<file path="src/rtl/alu8_nibble_seq.sv">
// rtl/alu8_nibble_seq.sv - 8-bit ALU op sequenced as two passes through a shared 4-bit nibble ALU
module alu8_nibble_seq #(
    parameter bit AND_SETS_H = 1'b1
) (
    input  logic       clk,
    input  logic       rst_n,
    input  logic       start,
    input  logic [2:0] op,
    input  logic [7:0] a_in,
    input  logic [7:0] b_in,
    input  logic       c_in,
    output logic       busy,
    output logic       done,
    output logic [7:0] result,
    output logic       result_we,
    output logic       flag_z,
    output logic       flag_n,
    output logic       flag_h,
    output logic       flag_c,
    output logic [3:0] nib_a,
    output logic [3:0] nib_b,
    output logic [2:0] nib_op,
    output logic       nib_cin,
    input  logic [3:0] nib_out,
    input  logic       nib_cout
);
    typedef enum logic [1:0] {S_IDLE, S_LO, S_HI, S_DONE} state_t;

    localparam logic [2:0] OP_ADC = 3'd1;
    localparam logic [2:0] OP_SUB = 3'd2;
    localparam logic [2:0] OP_SBC = 3'd3;
    localparam logic [2:0] OP_AND = 3'd4;
    localparam logic [2:0] OP_CP  = 3'd7;

    state_t     state_q;
    logic [2:0] op_q;
    logic [7:0] a_q, b_q;
    logic       c_q;
    logic [3:0] lo_q;
    logic       hc_q;
    logic       busy_q, done_q, we_q;
    logic [7:0] result_q;
    logic       z_q, n_q, h_q, c_q_flag;

    logic       is_arith, is_sub, uses_c;
    logic [2:0] nib_op_d;
    logic [7:0] result_d;

    assign is_arith = (op_q[2] == 1'b0) || (op_q == OP_CP);
    assign is_sub   = (op_q == OP_SUB) || (op_q == OP_SBC) || (op_q == OP_CP);
    assign uses_c   = (op_q == OP_ADC) || (op_q == OP_SBC);
    assign result_d = {nib_out, lo_q};

    always_comb begin
        nib_op_d = 3'd0;
        case (op_q)
            3'd0, 3'd1:       nib_op_d = 3'd1;
            3'd2, 3'd3, 3'd7: nib_op_d = 3'd3;
            default:          nib_op_d = op_q;
        endcase
    end

    always_comb begin
        nib_a   = 4'd0;
        nib_b   = 4'd0;
        nib_op  = 3'd0;
        nib_cin = 1'b0;
        if (state_q == S_LO) begin
            nib_a   = a_q[3:0];
            nib_b   = b_q[3:0];
            nib_op  = nib_op_d;
            nib_cin = uses_c ? c_q : 1'b0;
        end else if (state_q == S_HI) begin
            nib_a   = a_q[7:4];
            nib_b   = b_q[7:4];
            nib_op  = nib_op_d;
            nib_cin = is_arith ? hc_q : 1'b0;
        end
    end

    always_ff @(posedge clk or negedge rst_n) begin
        if (!rst_n) begin
            state_q  <= S_IDLE;
            op_q     <= 3'd0;
            a_q      <= 8'd0;
            b_q      <= 8'd0;
            c_q      <= 1'b0;
            lo_q     <= 4'd0;
            hc_q     <= 1'b0;
            busy_q   <= 1'b0;
            done_q   <= 1'b0;
            we_q     <= 1'b0;
            result_q <= 8'd0;
            z_q      <= 1'b0;
            n_q      <= 1'b0;
            h_q      <= 1'b0;
            c_q_flag <= 1'b0;
        end else begin
            done_q <= 1'b0;
            case (state_q)
                S_IDLE, S_DONE: begin
                    if (start) begin
                        op_q    <= op;
                        a_q     <= a_in;
                        b_q     <= b_in;
                        c_q     <= c_in;
                        busy_q  <= 1'b1;
                        state_q <= S_LO;
                    end else begin
                        state_q <= S_IDLE;
                    end
                end
                S_LO: begin
                    lo_q    <= nib_out;
                    hc_q    <= nib_cout;
                    state_q <= S_HI;
                end
                S_HI: begin
                    result_q <= result_d;
                    we_q     <= (op_q != OP_CP);
                    z_q      <= (result_d == 8'd0);
                    n_q      <= is_sub;
                    // Half-carry: low-nibble carry/borrow for arithmetic, constant for AND
                    h_q      <= is_arith ? hc_q : ((op_q == OP_AND) ? AND_SETS_H : 1'b0);
                    c_q_flag <= is_arith ? nib_cout : 1'b0;
                    done_q   <= 1'b1;
                    busy_q   <= 1'b0;
                    state_q  <= S_DONE;
                end
                default: state_q <= S_IDLE;
            endcase
        end
    end

    assign busy      = busy_q;
    assign done      = done_q;
    assign result    = result_q;
    assign result_we = we_q;
    assign flag_z    = z_q;
    assign flag_n    = n_q;
    assign flag_h    = h_q;
    assign flag_c    = c_q_flag;
endmodule

</file>
<file path="config.mk">
export PLATFORM = sky130hd
export DESIGN_NAME = alu8_nibble_seq
export DESIGN_NICKNAME = d
export VERILOG_FILES = /design/src/rtl/alu8_nibble_seq.sv
export SDC_FILE = /design/constraint.sdc
export NUM_CORES = 1
export LEC_CHECK = 0
export ABC_AREA = 1
export ABC_CLOCK_PERIOD_IN_PS = 1300
export CORE_MARGIN = 3
export CORE_UTILIZATION = 40
export DETAILED_ROUTE_END_ITERATION = 10
export HOLD_SLACK_MARGIN = 0.1
export MAX_ROUTING_LAYER = met4
export PLACE_DENSITY = 0.72
export SYNTH_ARGS = -nofsm -noshare
export SYNTH_HDL_FRONTEND = slang
export SYNTH_SLANG_ARGS = --single-unit
</file>
<file path="constraint.sdc">
create_clock -name clk -period 1.3 [get_ports clk]
set_input_delay 0.26 -clock clk [delete_from_list [all_inputs] [get_ports clk]]
set_output_delay 0.26 -clock clk [all_outputs]
set_load 0.005 [all_outputs]
</file>
**After elaboration in Yosys (flattened, before gate mapping)**

Index checks and enable logic that the tools add are counted.

- Flip-flop bits (word level): 42
- Input port bits: 28
- Output and inout bits: 27
- Logic and storage cells: 58

- Eq/ne operators: 10
- Multiplexer cells: 19
- Bitwise gates (word level): 1
- Reductions and logical operators: 13

Operator list:

| cell | count |
|---|---|
| 4-bit two-way mux | 4 |
| 1-bit two-way mux | 10 |
| 8-bit logical NOT | 1 |
| 3-bit by 2-bit equality test with 1-bit output, second input constant | 2 |
| 3-bit equality test, second input constant | 2 |
| 3-bit two-way mux | 2 |
| 2-bit case mux with 3 select lines | 1 |
| 3-bit case mux with 2 select lines | 1 |
| 2-bit equality test, second input constant | 2 |
| 1-bit logical OR | 4 |
| 2-bit AND reduction | 2 |
| 2-bit OR reduction | 2 |
| 3-bit by 1-bit equality test with 1-bit output, second input constant | 1 |
| 3-bit logical NOT | 1 |
| 3-bit != test, second input constant | 1 |
| 3-bit OR reduction | 1 |
| 2-bit by 1-bit equality test with 1-bit output, second input constant | 1 |
| 2-bit logical NOT | 1 |
| 2-bit != test, second input constant | 1 |
| 1-bit case mux with 2 select lines | 1 |
| 2-bit nonzero test | 1 |
| 1-bit NOT | 1 |

**Logic depth before layout (Yosys ltp)**

Gate-level depths: netlist (run 1).

- Depth after elaboration: 5
- Depth in mapped cells: 7
- Gate-level depth less buffers: 6

**Least setup slack after synthesis (run 1)**

No wires, ideal clock.

- Kind: flip-flop to output port
- Start point: register state_q[0]
- End point: output port nib_a[0]
- Arrival time: 1039 ps
- Data required time: 1040 ps
- Setup slack: 1 ps
- Cell stages (with the launch flop): 7
- Buffers on the path: 2
- Cell sequence: dfrtp_1 > ha_1 > buf_2 > inv_1 > buf_4 > nand3_1 > nand2_1

- Longest elaborated chain between the ends: 3
- Elaborated cells on any way between the ends: 4
- Classes of those cells: eq/ne (2); mux (2)

RTL lines:

| what | line | text |
|---|---|---|
| from (decl) | 35 | `state_t state_q;` |
| from (signal assigned) | 83 | `state_q <= S_IDLE;` |
| from (signal assigned) | 108 | `state_q <= S_LO;` |
| from (signal assigned) | 110 | `state_q <= S_IDLE;` |
| 2-bit equality test | 73 | `end else if (state_q == S_HI) begin` |
| 4-bit two-way mux | 73 |  |
| 4-bit two-way mux (*) | 68 | `if (state_q == S_LO) begin` |
| to (decl) | 20 | `output logic [3:0] nib_a,` |

Every way passes the cells marked *; elsewhere a longest branch is shown, timed or not.

**Worst setup path in the final report (run 1)**

- Start point: register state_q[0]
- End point: output port nib_cin

- Longest elaborated chain between the ends: 3
- Elaborated cells on any way between the ends: 4
- Classes of those cells: eq/ne (2); mux (2)

RTL lines:

| what | line | text |
|---|---|---|
| 2-bit equality test | 73 |  |
| 1-bit two-way mux | 73 |  |
| 1-bit two-way mux (*) | 68 |  |
| to (decl) | 23 | `output logic nib_cin,` |

Marks and branches as above.

==> impl_results.md, run 1 <==
* Fmax at 0.574 GHz
* Die X at around 73 um
* Slew HR at between 80% and 90%
* Violated checks: setup timing
* Post-synthesis simple-gate area fraction at 29.5%
* CTS tree: yes
* Via total after detailed routing at 1760
* Max-Cap Viols at 0
* DP Area at 2550 um2
* Die height at approximately 73 um
* Peak supply drop at 1.16 mV
* Port Buffers at 54
* H-tree depth at 2
* Detail-routed via count per cell at 4.81
* Final setup margin at -0.443 ns
* Xor/xnor cell area share of the yosys netlist at 0%
* Min Tclk post-route at 1.74 ns
* Finished Cell Area at between 3000 and 4000 um2
* Num CTS Buffers at 5
* Gr usage total at 19.9%
* Synth Warn # at 0
* Unrepaired setup endpoints after global routing: yes
* Setup crit end kind: primary output
* Core area at 4170 um2
* Root Buffer: clkbuf_8
* Clock slew at reported path FFs at 0.08 ns
* Mapped Area at 1790 um2
* Nets at 345
* Skew-Pair Late Insertion Delay at 0.30 ns
* Fin. Hold Viols at 0
* GP Congestion at 0.766
* First DRT Iteration DRCs at about 130
* Count of different cell masters after synthesis at 17
* Static Leak at roughly 1.6 nW
* Clk_skew at 0.00478 ns
* IO Pins at 55
* Largest net degree at the start of global routing at 43
* Die area at 5320 um2
* Largest family of logic cells by synthesized area: simple AND/OR/NAND/NOR gates
* Gate Count Post-Synth at approximately 220
* Largest fanout on the critical path at 3
* Multiplexer share of the synthesized area at 0%
* Syn nets at 247
* Vias in the first global route at 1768
* First-pass GRT wire length at 7780 um
* Antenna-violating nets left at 0
* Adder-cell share of the synthesized area at 1.40%
* Worst Max-Slew Pin Slew at 0.235 ns
* Sequential share of the synthesized area at slightly below 60%
* Share of layout cells above drive strength 1 at 34.8%
* Max clock buf depth at 2
* PD cells at approximately 2600 nW/um2
* Dpl hpwl at around 3000 um
* Final setup fails at 22
* Area Overhead vs Synth at 69.2%
* Antenna Cells at 0
* Starting Density at 43.0%
* Site row count at 23
* Filler cells at 304
* Synthesized area per cell at 8.26 um2
* Residual DRC count at 0
* Initial antenna violation count at 0
* Critical path class: register to primary output
* Slew Limit Fails at 0
* Routed wire length at 5160 um
* Clock tree sinks at 42
* Status: finished, violations left
* Initial DRT Pass Iterations at 5
* Compound-gate portion of the synthesized area at slightly above 4%
* Yosys reg bits at 42
* Hold crit path type: input pin to asynchronous set/reset pin
* Worst hold slack at 0.452 ns
* Routed length per instance at 14.1 um
* GRT Residual Overflow at 0
* CP required at 1.04 ns
* Crit share post-route at 134%
* Worst setup SP type: register
* Data arrival time of the worst path at 1.48 ns
[power breakdown]
group	internal, mW	switching (mW)	total [mW]
sequential	1.95	0.363	2.31
clock	0.536	0.439	0.975
combinational	2.46	2.20	4.66
[synthesized netlist by cell type]
library cell / count / area [um2]
o21ai_1: 4 / 20.0
nor3_1: 1 / 5.00
o21ai_0: 8 / 40.0
buf_2: 5 / 25.0
buf_6: 2 / 22.5
dfrtp_1: 42 / 1050
nand2_1: 116 / 435
inv_1: 13 / 48.8
nand3_1: 10 / 50.1
nor2_1: 7 / 26.3
nand2_2: 1 / 6.26
o21a_1: 1 / 7.51
nand4_1: 1 / 6.26
inv_2: 1 / 3.75
buf_4: 2 / 15.0
ha_1: 2 / 25.0
a21oi_1: 1 / 5.00
[state kept, by name (all words and copies together) (netlist names), 2 cells and up]
signal,cells
op_q,3
b_q,8
lo_q,4
result,8
state_q,2
a_q,8
[cell usage in the layout (no fill, tap or decap), drive strengths merged]
cell type / netlist / layout
a21oi: 1 / 1
ha: 2 / 2
o21a: 1 / 1
nand3: 10 / 10
dfrtp: 42 / 42
dlygate4sd3: 0 / 1
nand4: 1 / 1
dlygate4sd2: 0 / 15
clkbuf: 0 / 10
nor3: 1 / 1
buf: 9 / 56
inv: 14 / 14
clkdlybuf4s50: 0 / 26
nand2: 117 / 117
o21ai: 12 / 12
nor2: 7 / 7
[critical path, cell delays in order, from the launching register on]
cell and delay (ns):
dfrtp_2 0.44, inv_2 0.08, ha_4 0.16, buf_6 0.12
nand2_2 0.07, o21ai_2 0.17, buf_2 0.14
[stage by stage]
stage          std cells  TNS, ns  worst slack [ns]  power, mW  util, %
2_1_floorplan        217        0          0.000558       3.82        -
3_3_place_gp         336    -5.13            -0.482       5.51     61.0
5_1_grt              366    -6.32            -0.502       8.51     72.7
4_1_cts              358    -4.27            -0.433       6.95     67.0
3_5_place_dp         336    -5.35            -0.494       5.60     61.0
6_report             366    -4.80            -0.443       7.94     72.7
[per-layer routing]
layer	up-vias	global-route usage [%]	part of all wire (%)
met5	-	-	0
met4	0	9.02	2.4
met3	14	6.61	7.1
met2	79	33.3	52
met1	803	21.5	39
li1	864	-	-
[cell type report]
cell class / instances / area, um2 / area share [%]
Sequential cell: 42 / 1050 / 34.7
Timing Repair Buffer: 100 / 957 / 31.5
Multi-Input combinational cell: 152 / 785 / 25.9
Clock buffer: 8 / 110 / 3.63
Inverter: 14 / 67.6 / 2.23
Tap cell: 50 / 62.6 / 2.06
[path summary, 6_finish.rpt]
kind,cells after the start,startpoint,slack [ns],end
max,6,state_q[0],-0.44,nib_cin
min,3,rst_n,0.45,flag_n
max reg2reg,8,state_q[1],-0.03,result[5]
min reg2reg,2,result[7],0.48,result[7]
max in group asynchronous,3,rst_n,0.62,state_q[0]
min in group clk,2,result[7],0.48,result[7]
[what timing repair did]
item | CTS | global route
gates cloned | 0 | 3
buffers inserted | 13 | 6
gates resized for setup | 98 | 45
hold buffers | 1 | 0
setup endpoints to repair | 35 | 38
pin swaps | 11 | 15
hold endpoints to repair | 42 | 0
[kinds of logic after synthesis]
kind of cell    after synthesis
simple gates                136
buf+inv                      23
compound gates               14
fa+ha+maj                     2
flops                        42
Note: power is estimated with default switching activity, not from simulation.
==> run 2: changes to the inputs <==
--- a/config.mk
+++ b/config.mk
@@ -13,6 +13,7 @@
 export HOLD_SLACK_MARGIN = 0.1
 export MAX_ROUTING_LAYER = met4
 export PLACE_DENSITY = 0.72
+export SLEW_MARGIN = 15
 export SYNTH_ARGS = -nofsm -noshare
 export SYNTH_HDL_FRONTEND = slang
 export SYNTH_SLANG_ARGS = --single-unit
==> results of run 2 <==
Final layout, timing and power as in run 1 (identical DEF).
==> run 3: changes to the inputs <==
--- a/config.mk
+++ b/config.mk
@@ -11,7 +11,6 @@
 export CORE_UTILIZATION = 40
 export DETAILED_ROUTE_END_ITERATION = 10
 export HOLD_SLACK_MARGIN = 0.1
-export MAX_ROUTING_LAYER = met4
 export PLACE_DENSITY = 0.72
 export SLEW_MARGIN = 15
 export SYNTH_ARGS = -nofsm -noshare
==> run 3 against run 2 <==
  * The flow still finishes with violations (setup timing)
  * Sequential power about the same
  * Design area is 0.25% lower
  * Flip-flop and latch count is the same
  * Combinational power barely moved
  * Via count down 0.51%
  * Critical path depth unchanged
  * Clock skew is 0.00053 ns lower
==> impl_results.md, run 3 (synthesized netlist as in run 1, its figures left out) <==
* CP required at 1.04 ns (about the same)
* R2R Setup Slk at -0.03 ns (about the same)
* Worst-path cell with the longest stage delay: dfrtp_2
* H-tree depth at 2 (unchanged)
* Worst hold slack at 0.454 ns (+0.00141 ns)
* Die area at 5320 um2 (unchanged)
* GRT Residual Overflow at 0 (unchanged)
* IO Pins at 55 (unchanged)
* Port Buffers at 54 (unchanged)
* Skew-Pair Late Insertion Delay at 0.30 ns (about the same)
* Site row count at 23 (unchanged)
* Worst r2r dst: result[5]
* Clock tree sinks at 42 (unchanged)
* Critical path class: register to primary output
* Worst setup SP type: register
* Root Buffer: clkbuf_8
* Status: finished, violations left
* Die height at 73.0 um (unchanged)
* Setup crit end kind: primary output
* Vias in the first global route at 1770 (+0.11%)
* Initial DRT Pass Iterations at 4 (-1)
* Largest stage delay on the critical path at 0.44 ns (about the same)
* Slew Limit Fails at 0 (unchanged)
* Core area at 4170 um2 (unchanged)
* Max clock buf depth at 2 (unchanged)
* Hold crit path type: input pin to asynchronous set/reset pin
* Unrepaired setup endpoints after global routing: yes
* Worst Max-Slew Pin Slew at 0.234 ns (-0.000403 ns)
* PD cells at 2610 nW/um2 (about the same)
* WP buf/inv at 3 (unchanged)
* Starting Density at 43.0% (unchanged)
* Critical-path cell list: inv_2 -> ha_4 -> buf_6 -> nand2_2 -> o21ai_2 -> buf_2
* Total Power at 7.91 mW (-0.32%)
* Critical path depth in cells at 6 (unchanged)
* Slew HR at 84.4% (about the same)
* Final setup fails at 23 (+4.5%)
* Metal-1 WL at 1990 um (unchanged)
* Share of layout cells above drive strength 1 at 34.6% (-0.21 points)
* Max Used Layer: met4
* Max-Cap Viols at 0 (unchanged)
* First DRT Iteration DRCs at 119 (-11%)
* Fmax at 0.573 GHz (-0.20%)
* Largest fanout on the critical path at 3 (unchanged)
* Area Overhead vs Synth at 68.8%
* Antenna-violating nets left at 0 (unchanged)
* First-pass GRT wire length at 7730 um (-0.54%)
* Residual DRC count at 0 (unchanged)
* Nets at 344 (-0.29%)
* Reg2reg path depth at 8 (unchanged)
* Static Leak at 1.59 nW (-0.32%)
* Finished Cell Area at 3030 um2 (-0.25%)
* Antenna Cells at 0 (unchanged)
* GP Congestion at 0.757 (-1.3%)
* CTS tree: yes
* Critical path origin: state_q[0]
* CP delay by family, top: flip-flops
* Gr usage total at 19.2% (-0.72 points)
* Worst setup path end: nib_cin
* Clock slew at reported path FFs at 0.08 ns (about the same)
* RR Startpoint: state_q[1]
* Peak supply drop at 1.16 mV (+0.13%)
* Data arrival time of the worst path at 1.49 ns (about the same)
* Min Tclk post-route at 1.75 ns (+0.00354 ns)
* Initial antenna violation count at 0 (unchanged)
* Routed length per instance at 14.1 um (about the same)
* Largest net degree at the start of global routing at 43 (unchanged)
* Final setup margin at -0.446 ns (-0.00354 ns)
* Metal2 WL at 2680 um (+0.34%)
* Most common cell after layout, fill and taps aside: nand2_1
* DP Area at 2550 um2 (unchanged)
* Met3 wire length at 374 um (+1.4%)
* Dpl hpwl at 3030 um (unchanged)
* Highest-count cells in the layout ignoring fill and taps: 97 x nand2_1, 41 x dfrtp_1, 26 x clkdlybuf4s50_1
* Die X at 73.0 um (unchanged)
* Fin. Hold Viols at 0 (unchanged)
* Via total after detailed routing at 1751 (-0.51%)
* Clk_skew at 0.00426 ns (-0.000525 ns)
* Crit share post-route at 134% (+0.27 points)
* Num CTS Buffers at 5 (unchanged)
* Detail-routed via count per cell at 4.80 (-0.24%)
* Routed wire length at 5150 um (-0.19%)
* Place WS at -0.494 ns (unchanged)
* Violated checks: setup timing
[run 3: worst register-to-register path: cells and delay by family (launching register included)]
family,cells,cell delay [ns]
AOI/OAI and AO/OA,1,0.07
and+or+nand+nor,1,0.05
buffers and inverters,5,0.57
DFF,1,0.40
adders and majority gates,1,0.17
[run 3: metrics by stage]
stage          std cells  utilization, %  TNS [ns]
4_1_cts              358            67.0     -4.27
3_3_place_gp         336            61.0     -5.13
5_1_grt              365            72.5     -6.26
6_report             365            72.5     -4.83
3_5_place_dp         336            61.0     -5.35
2_1_floorplan        217               -         0
[run 3: final cells by class]
| class | count | area, um2 |
|---|---|---|
| fillers | 303 | 1150 |
| flip-flops and latches | 42 | 1050 |
| repair buffers | 99 | 950 |
| multi-input cells | 152 | 785 |
| clock buffers | 8 | 110 |
| inverters | 14 | 67.6 |
| well taps | 50 | 62.6 |
[run 3: timing repair]
item | 4_1_cts | 5_1_grt
hold buffers | 1 | 0
hold endpoints to repair | 42 | 0
pin swaps | 11 | 15
gates resized for setup | 98 | 45
setup endpoints to repair | 35 | 38
setup buffers | 13 | 5
cloned | 0 | 3
[run 3: layer usage]
metal  up-vias  global-route usage (%)
met4         0                    9.63
li1        860                       -
met1       805                    21.0
met5         -                       0
met2        73                    33.5
met3        13                    5.92
[run 3: report_power, final]
part	switching, mW	internal, mW
Combinational	2.19	2.44
Clock	0.440	0.536
Sequential	0.361	1.94
Total	3.00	4.92
[run 3: worst min path at each step]
stage	start	endpoint	slack (ns)	depth (start not counted)
after global placement	rst_n	result[0]	0.25	2
after detailed placement	rst_n	result[5]	0.25	2
after global routing	rst_n	result[5]	0.47	3
after CTS	rst_n	result[4]	0.47	3
final	rst_n	flag_n	0.45	3
after floorplan	rst_n	a_q[0]	-0.04	0
